`src/rtl/fft_pkg.sv`:
```
`default_nettype none
// ============================================================================
// Module   : fft_pkg
// Brief    : Constants, state encoding and helpers shared by the FFT blocks.
// Revision : 1.0 - initial release
// ============================================================================
package fft_pkg;

  // Default transform size.
  localparam int unsigned c_fft_addr_width = 9;
  localparam int unsigned c_fft_n          = 1 << c_fft_addr_width;

  // Loader sequencer state encoding.
  localparam logic [1:0] c_st_idle  = 2'd0;
  localparam logic [1:0] c_st_load  = 2'd1;
  localparam logic [1:0] c_st_drain = 2'd2;
  localparam logic [1:0] c_st_done  = 2'd3;

  // Bit reversal at the default address width, for the twiddle/output stages.
  function automatic logic [c_fft_addr_width-1:0] bitrev(
    input logic [c_fft_addr_width-1:0] a
  );
    logic [c_fft_addr_width-1:0] r;
    for (int i = 0; i < int'(c_fft_addr_width); i++) begin
      r[i] = a[int'(c_fft_addr_width)-1-i];
    end
    return r;
  endfunction

endpackage
`default_nettype wire

```
`src/rtl/addr_bitrev.sv`:
```
`default_nettype none
// ============================================================================
// Module   : addr_bitrev
// Brief    : Combinational address bit reversal, bypassed when BITREV = 0.
// Revision : 1.0 - initial release
// ============================================================================
module addr_bitrev #(
  parameter int ADDR_WIDTH = 9,
  parameter bit BITREV     = 1'b1
) (
  input  logic [ADDR_WIDTH-1:0] addr_in,
  output logic [ADDR_WIDTH-1:0] addr_out
);

  generate
    if (BITREV) begin : g_rev
      // Pure wiring: output bit i takes input bit (ADDR_WIDTH-1-i).
      for (genvar i = 0; i < ADDR_WIDTH; i++) begin : g_bit
        assign addr_out[i] = addr_in[ADDR_WIDTH-1-i];
      end
    end else begin : g_pass
      assign addr_out = addr_in;
    end
  endgenerate

endmodule
`default_nettype wire

```
`src/rtl/fft_in_loader.sv`:
```
`default_nettype none
// ============================================================================
// Module   : fft_in_loader
// Brief    : Streams the input-sample ROM into the FFT working RAM, writing
//            each sample at its bit-reversed address for in-place DIT.
// Revision : 1.0 - initial release
// ============================================================================
module fft_in_loader
  import fft_pkg::*;
#(
  parameter int DATA_WIDTH = 9,
  parameter int ADDR_WIDTH = 9,
  parameter int OUT_WIDTH  = 16,
  parameter bit BITREV     = 1'b1
) (
  input  logic                  clk,
  input  logic                  rst,
  input  logic                  start,
  output logic                  busy,
  output logic                  done,
  output logic [ADDR_WIDTH-1:0] rom_addr,
  input  logic [DATA_WIDTH-1:0] rom_q,
  output logic                  ram_we,
  output logic [ADDR_WIDTH-1:0] ram_addr,
  output logic [OUT_WIDTH-1:0]  ram_data
);

  localparam logic [ADDR_WIDTH-1:0] c_last_addr = '1;

  logic [1:0]            r_state;
  logic                  r_drain;
  logic [ADDR_WIDTH-1:0] r_cnt;
  logic                  r_vld1;
  logic [ADDR_WIDTH-1:0] r_addr1;
  logic [ADDR_WIDTH-1:0] w_wr_addr;
  logic signed [OUT_WIDTH-1:0] w_sext;

  assign rom_addr = r_cnt;
  assign busy     = (r_state == c_st_load) || (r_state == c_st_drain);
  assign done     = (r_state == c_st_done);

  // Signed size cast replicates the sample's sign bit up to OUT_WIDTH.
  assign w_sext = OUT_WIDTH'($signed(rom_q));

  addr_bitrev #(
    .ADDR_WIDTH (ADDR_WIDTH),
    .BITREV     (BITREV)
  ) u_addr_bitrev (
    .addr_in  (r_addr1),
    .addr_out (w_wr_addr)
  );

  // Sequencer: one pass over the ROM, two flush cycles, then a done pulse.
  // DONE also accepts start so back-to-back loads lose no cycle.
  always_ff @(posedge clk) begin
    if (rst) begin
      r_state <= c_st_idle;
      r_drain <= 1'b0;
      r_cnt   <= '0;
    end else begin
      case (r_state)
        c_st_idle: begin
          if (start) begin
            r_state <= c_st_load;
            r_cnt   <= '0;
          end
        end
        c_st_load: begin
          if (r_cnt == c_last_addr) begin
            // Counter parks at N-1; no second pass.
            r_state <= c_st_drain;
            r_drain <= 1'b0;
          end else begin
            r_cnt <= r_cnt + 1'b1;
          end
        end
        c_st_drain: begin
          if (r_drain) begin
            r_state <= c_st_done;
          end else begin
            r_drain <= 1'b1;
          end
        end
        c_st_done: begin
          if (start) begin
            r_state <= c_st_load;
            r_cnt   <= '0;
          end else begin
            r_state <= c_st_idle;
          end
        end
        default: r_state <= c_st_idle;
      endcase
    end
  end

  // Two-stage write pipeline: stage 1 aligns the issued address with the
  // registered ROM output, stage 2 registers the RAM write port.
  always_ff @(posedge clk) begin
    if (rst) begin
      r_vld1   <= 1'b0;
      r_addr1  <= '0;
      ram_we   <= 1'b0;
      ram_addr <= '0;
      ram_data <= '0;
    end else begin
      r_vld1   <= (r_state == c_st_load);
      r_addr1  <= r_cnt;
      ram_we   <= r_vld1;
      ram_addr <= w_wr_addr;
      ram_data <= w_sext;
    end
  end

endmodule
`default_nettype wire

```
`config.mk`:
```
export PLATFORM = sky130hd
export DESIGN_NAME = fft_in_loader
export DESIGN_NICKNAME = d
export VERILOG_FILES = /design/src/rtl/fft_pkg.sv /design/src/rtl/addr_bitrev.sv /design/src/rtl/fft_in_loader.sv
export SDC_FILE = /design/constraint.sdc
export NUM_CORES = 1
export LEC_CHECK = 0
export ABC_AREA = 0
export CORE_ASPECT_RATIO = 1.1
export CORE_UTILIZATION = 45
export DETAILED_ROUTE_END_ITERATION = 10
export PLACE_DENSITY_LB_ADDON = 0.15
export SYNTH_ARGS = -nofsm -noshare
export SYNTH_HDL_FRONTEND = slang
export SYNTH_SLANG_ARGS = --single-unit
export TNS_END_PERCENT = 20
```
`constraint.sdc`:
```
create_clock -name clk -period 2.5 [get_ports clk]
set_input_delay 0.5 -clock clk [delete_from_list [all_inputs] [get_ports clk]]
set_output_delay 0.5 -clock clk [all_outputs]
set_load 0.03 [all_outputs]
```
==> flow_summary.json, run 1 <==
{
  "finalHoldViolations": 0,
  "period_share_pct": 90.11,
  "grt_max_degree": 34,
  "cp-end-kind": "output pin",
  "power_leakage_nw": 0.8077,
  "htree_levels": 2,
  "grt_pass1_wl_um": 4629,
  "insertion_delay_ps": 340,
  "min_period_ps": 2253,
  "clockBufferDepth": 2,
  "yosysSeqAreaShare_pct": 52.73,
  "drt-wirelength-per-cell_um": 11.66,
  "antenna_left": 0,
  "tritoncts": "yes",
  "worstMarginPinSlew_ps": 515.4,
  "hold_path.class": "reg2reg",
  "antenna_found_initial": 0,
  "finalSetupViolCount": 0,
  "placed_cells": 238,
  "fin_ws_ps": 247.2,
  "final_common_cell": "clkdlybuf4s50_1",
  "critPathKind": "reg2out",
  "required_ps": 2000,
  "synth_cells": 152,
  "rsz0062_at_grt": "no",
  "die_area_um2": 3699,
  "setup_tns_ps": 0,
  "cts.clk_slew.worst_paths_ps": 120,
  "first_pass_iters": 4,
  "synth_fp_nets": 172,
  "area_growth_pct": 36.42,
  "vias_per_cell": 4.915,
  "die_y_um": 63.69,
  "num_vias": 1209,
  "stdcell_count": 246,
  "drc_errors": 0,
  "place_congestion": 0.8215,
  "power_per_cell_area_nw_per_um2": 813.8,
  "diodes": 0,
  "synth.avg_cell_area_um2": 10.24,
  "slew_headroom_pct": 65.51,
  "maxSlewViolCount": 0,
  "grt_overflow_total": 0,
  "dpl_worst_slack_ps": 359.4,
  "synth_area_um2": 1556,
  "routed_wl_um": 2868,
  "peakVddDrop_mv": 0.4833,
  "drv_cap": 0,
  "finalClockSkew_ps": 7.358,
  "numCtsBuffers": 5,
  "fp.dieW_um": 58.08,
  "layout-drive-gt1-share_pct": 5.556,
  "whs_ps": 447.0,
  "status": "finished, final reports clean",
  "gr-usage-all-layers_pct": 16.74,
  "initial_utilization_pct": 46.73,
  "grt_pass1_vias": 1034,
  "crit_fanout": 7,
  "arrival_ps": 1750,
  "clock-sinks": 41,
  "root_buffer": "clkbuf_4",
  "ios": 49,
  "nNetsFinal": 217,
  "drt_iter0_markers": 30,
  "rows": 22,
  "max_freq_ghz": 0.4439,
  "dpl.hpwl_um": 2111,
  "critPathLaunchType": "register",
  "final_cell_mix": "clkdlybuf4s50_1, dfxtp_1, nor2b_1",
  "ys_ff_latch": 41,
  "port_buffers": 48,
  "ys_warn_count": 0,
  "synth_cell_types": 29,
  "core_area_um2": 3331
}
path summary, 6_finish.rpt:
check / cells past startpoint / end / slack [ps] / from
min reg2reg: 1 / ram_addr[2] / 450 / r_addr1[6]
max reg2reg: 7 / rom_addr[4] / 410 / rom_addr[0]
min: 1 / ram_addr[2] / 450 / r_addr1[6]
max: 3 / busy / 250 / r_state[1]
flip-flops by register name, indices dropped and copies added (netlist names):
name      cells
r_drain       1
r_addr1       9
ram_addr      9
ram_we        1
ram_data      9
r_vld1        1
r_state       2
rom_addr      9
per-layer routing:
layer / track usage [%] / part of all wire [%]
met1: 20.46 / 43
met2: 25.86 / 48
met3: 5.955 / 6.8
met4: 8.036 / 1.8
met5: 0 / 0
report_power, final:
group | leakage, nW | internal, mW | switching [mW]
Sequential | 0.334 | 0.707 | 0.0487
Clock | 0.0445 | 0.238 | 0.205
Combinational | 0.429 | 0.208 | 0.322
Total | 0.808 | 1.15 | 0.575
Yosys cell counts, drive strengths merged:
cell type	number	area (um^2)
dfxtp	41	820.8
nor2b	32	202.7
a21oi	11	55.05
buf	8	57.55
ha	8	100.1
o21ai	6	30.03
nand3	5	25.02
o31ai	5	37.54
nand2b	4	25.02
nor2	4	15.01
or4	4	30.03
clkbuf	3	11.26
inv	3	11.26
nand2	3	11.26
nand4	2	12.51
nor3	2	10.01
or3	2	12.51
a211oi	1	7.510
a21o	1	7.510
a221oi	1	8.760
mux2i	1	10.01
nand4b	1	23.77
nor4	1	6.260
o2111ai	1	8.760
o21bai	1	7.510
o2bb2ai	1	8.760
logic make-up (layout without fill, tap and decap cells):
logic type	count (synthesis)	count (layout)	synth area share, %
simple gates	60	60	24.03
flops	41	41	52.73
compound gates	28	28	11.01
buf+inv	14	60	5.144
fa+ha+maj	8	8	6.431
mux	1	1	0.6431
per-stage QoR:
stage / area [um^2] / total power, mW / utilization, %
after global routing: 2123 / 1.834 / 63.75
after detailed placement: 2036 / 1.307 / 61.12
after global placement: 2036 / 1.276 / 61.12
after floorplan: 1556 / 1.133 / -
after CTS: 2123 / 1.748 / 63.75
final: 2123 / 1.728 / 63.75
final cells by class:
cell class	count	area, um^2
clock buffer	6	51.30
sequential	41	820.8
multi-input combinational	97	655.6
clock inverter	2	37.54
inverter	3	11.26
tap	48	60.06
fill	272	1207
timing repair buffer	49	486.7
critical path, cell delays in order (launching register included):
cell and delay, ps:
dfxtp_1 450, inv_1 120, ha_1 420, dlygate4sd2_1 430
timing repair:
action                                  in CTS  in global routing
endpoints found under the setup margin       1                  0
setup buffers                                0                  0
gates resized for setup                      1                  0
hold buffers                                 0                  0
Note: power is estimated with default switching activity, not from simulation.
==> run 2: changes to the inputs <==
--- a/config.mk
+++ b/config.mk
@@ -9,7 +9,8 @@
 export CORE_ASPECT_RATIO = 1.1
 export CORE_UTILIZATION = 45
 export DETAILED_ROUTE_END_ITERATION = 10
-export PLACE_DENSITY_LB_ADDON = 0.15
+export PLACE_DENSITY_LB_ADDON = 0.2
+export SETUP_SLACK_MARGIN = 0.1
 export SYNTH_ARGS = -nofsm -noshare
 export SYNTH_HDL_FRONTEND = slang
 export SYNTH_SLANG_ARGS = --single-unit
==> run 2 against run 1 <==
Net effect: global-route usage rose by 0.53 points; worst hold slack hardly changed; maximum frequency shrank 0.46%.
==> flow_summary.json, run 2 (synthesis results as in run 1) <==
{
  "finalClockSkew_ps": 6.044,
  "power.total_mw": 1.629,
  "dpl.hpwl_um": 2113,
  "maxSlewViolCount": 0,
  "fp.dieW_um": 58.08,
  "htree_levels": 2,
  "antenna_left": 0,
  "insertion_delay_ps": 340,
  "grt_pass1_vias": 1140,
  "diodes": 0,
  "tritoncts": "yes",
  "power_per_cell_area_nw_per_um2": 773.0,
  "port_buffers": 48,
  "nNetsFinal": 218,
  "drv_cap": 0,
  "drt_iter0_markers": 27,
  "critPathLaunchType": "register",
  "area_growth_pct": 35.37,
  "drc_errors": 0,
  "die_y_um": 63.69,
  "rrSetupSlack_ps": 390,
  "clockBufferDepth": 2,
  "rsz0062_at_grt": "no",
  "num_vias": 1229,
  "peakVddDrop_mv": 0.4766,
  "ios": 49,
  "place_congestion": 0.8229,
  "slew_headroom_pct": 67.17,
  "clock-sinks": 41,
  "die_area_um2": 3699,
  "finalSetupViolCount": 0,
  "crit_fanout": 7,
  "finalHoldViolations": 0,
  "core_area_um2": 3331,
  "root_buffer": "clkbuf_4",
  "routed_wl_um": 2920,
  "setup_tns_ps": 0,
  "worstMarginPinSlew_ps": 491.4,
  "grt_max_degree": 22,
  "final_util_pct": 63.26,
  "final_cell_mix": "clkdlybuf4s50_1, dfxtp_1, nor2b_1",
  "layout-drive-gt1-share_pct": 6.030,
  "first_pass_iters": 4,
  "numCtsBuffers": 5,
  "status": "finished, final reports clean",
  "antenna_found_initial": 0,
  "min_period_ps": 2263,
  "critPathKind": "reg2out",
  "hold_path.class": "reg2reg",
  "cts.clk_slew.worst_paths_ps": 120,
  "rows": 22,
  "arrival_ps": 1760,
  "power_leakage_nw": 0.8062,
  "grt_overflow_total": 0,
  "gr-usage-all-layers_pct": 17.27,
  "cp-end-kind": "output pin",
  "placed_cells": 239,
  "initial_utilization_pct": 46.73,
  "required_ps": 2000,
  "period_share_pct": 90.53,
  "drt-wirelength-per-cell_um": 11.82,
  "stdcell_count": 247,
  "vias_per_cell": 4.976,
  "final_common_cell": "clkdlybuf4s50_1",
  "grt_pass1_wl_um": 4809,
  "max_freq_ghz": 0.4419
}
-- run 2: worst paths after layout --
path,start,endpoint,depth (start not counted)
worst max-delay path,r_state[1],busy,3
worst max register to register,rom_addr[0],rom_addr[4],7
worst min register to register,r_addr1[4],ram_addr[4],1
worst min-delay path,r_addr1[4],ram_addr[4],1
-- run 2: repair_timing --
| action | 4_1_cts | 5_1_grt |
|---|---|---|
| hold buffers | 0 | 0 |
| setup endpoints to repair | 1 | 0 |
| resized for setup | 1 | 0 |
| buffers inserted | 0 | 0 |
-- run 2: worst max-delay path: stages (launching register included) --
cell and delay, ps:
dfxtp_1 460, inv_1 120, ha_1 420, dlygate4sd2_1 430
-- run 2: area by class of cell --
class / instances / area, um^2
Fill cell: 288 / 1224
Sequential cell: 41 / 820.8
Multi-Input combinational cell: 97 / 655.6
Timing Repair Buffer: 50 / 494.2
Tap cell: 48 / 60.06
Clock buffer: 6 / 51.30
Clock inverter: 2 / 13.76
Inverter: 3 / 11.26
-- run 2: power breakdown --
part | leakage, nW | internal (mW) | switching [mW]
clock network | 0.0382 | 0.137 | 0.207
logic | 0.434 | 0.208 | 0.320
registers | 0.334 | 0.707 | 0.0495
total | 0.806 | 1.05 | 0.577
-- run 2: metrics by stage --
stage | instance area (um^2) | setup WS (ps) | hold WS [ps]
final | 2107 | 236.8 | 446.8
after global placement | 2043 | 443.1 | 417.5
after floorplan | 1556 | 522.5 | 413.8
after detailed placement | 2043 | 362.6 | 420.4
after CTS | 2107 | 222.0 | 447.5
after global routing | 2107 | 143.7 | 461.3
-- run 2: layer usage --
metal	up-vias	part of all wire, %	GRT usage, %
li1	612	-	-
met1	550	43	18.97
met2	56	47	28.30
met3	11	6.0	4.312
met4	0	3.1	12.50
met5	-	0	0
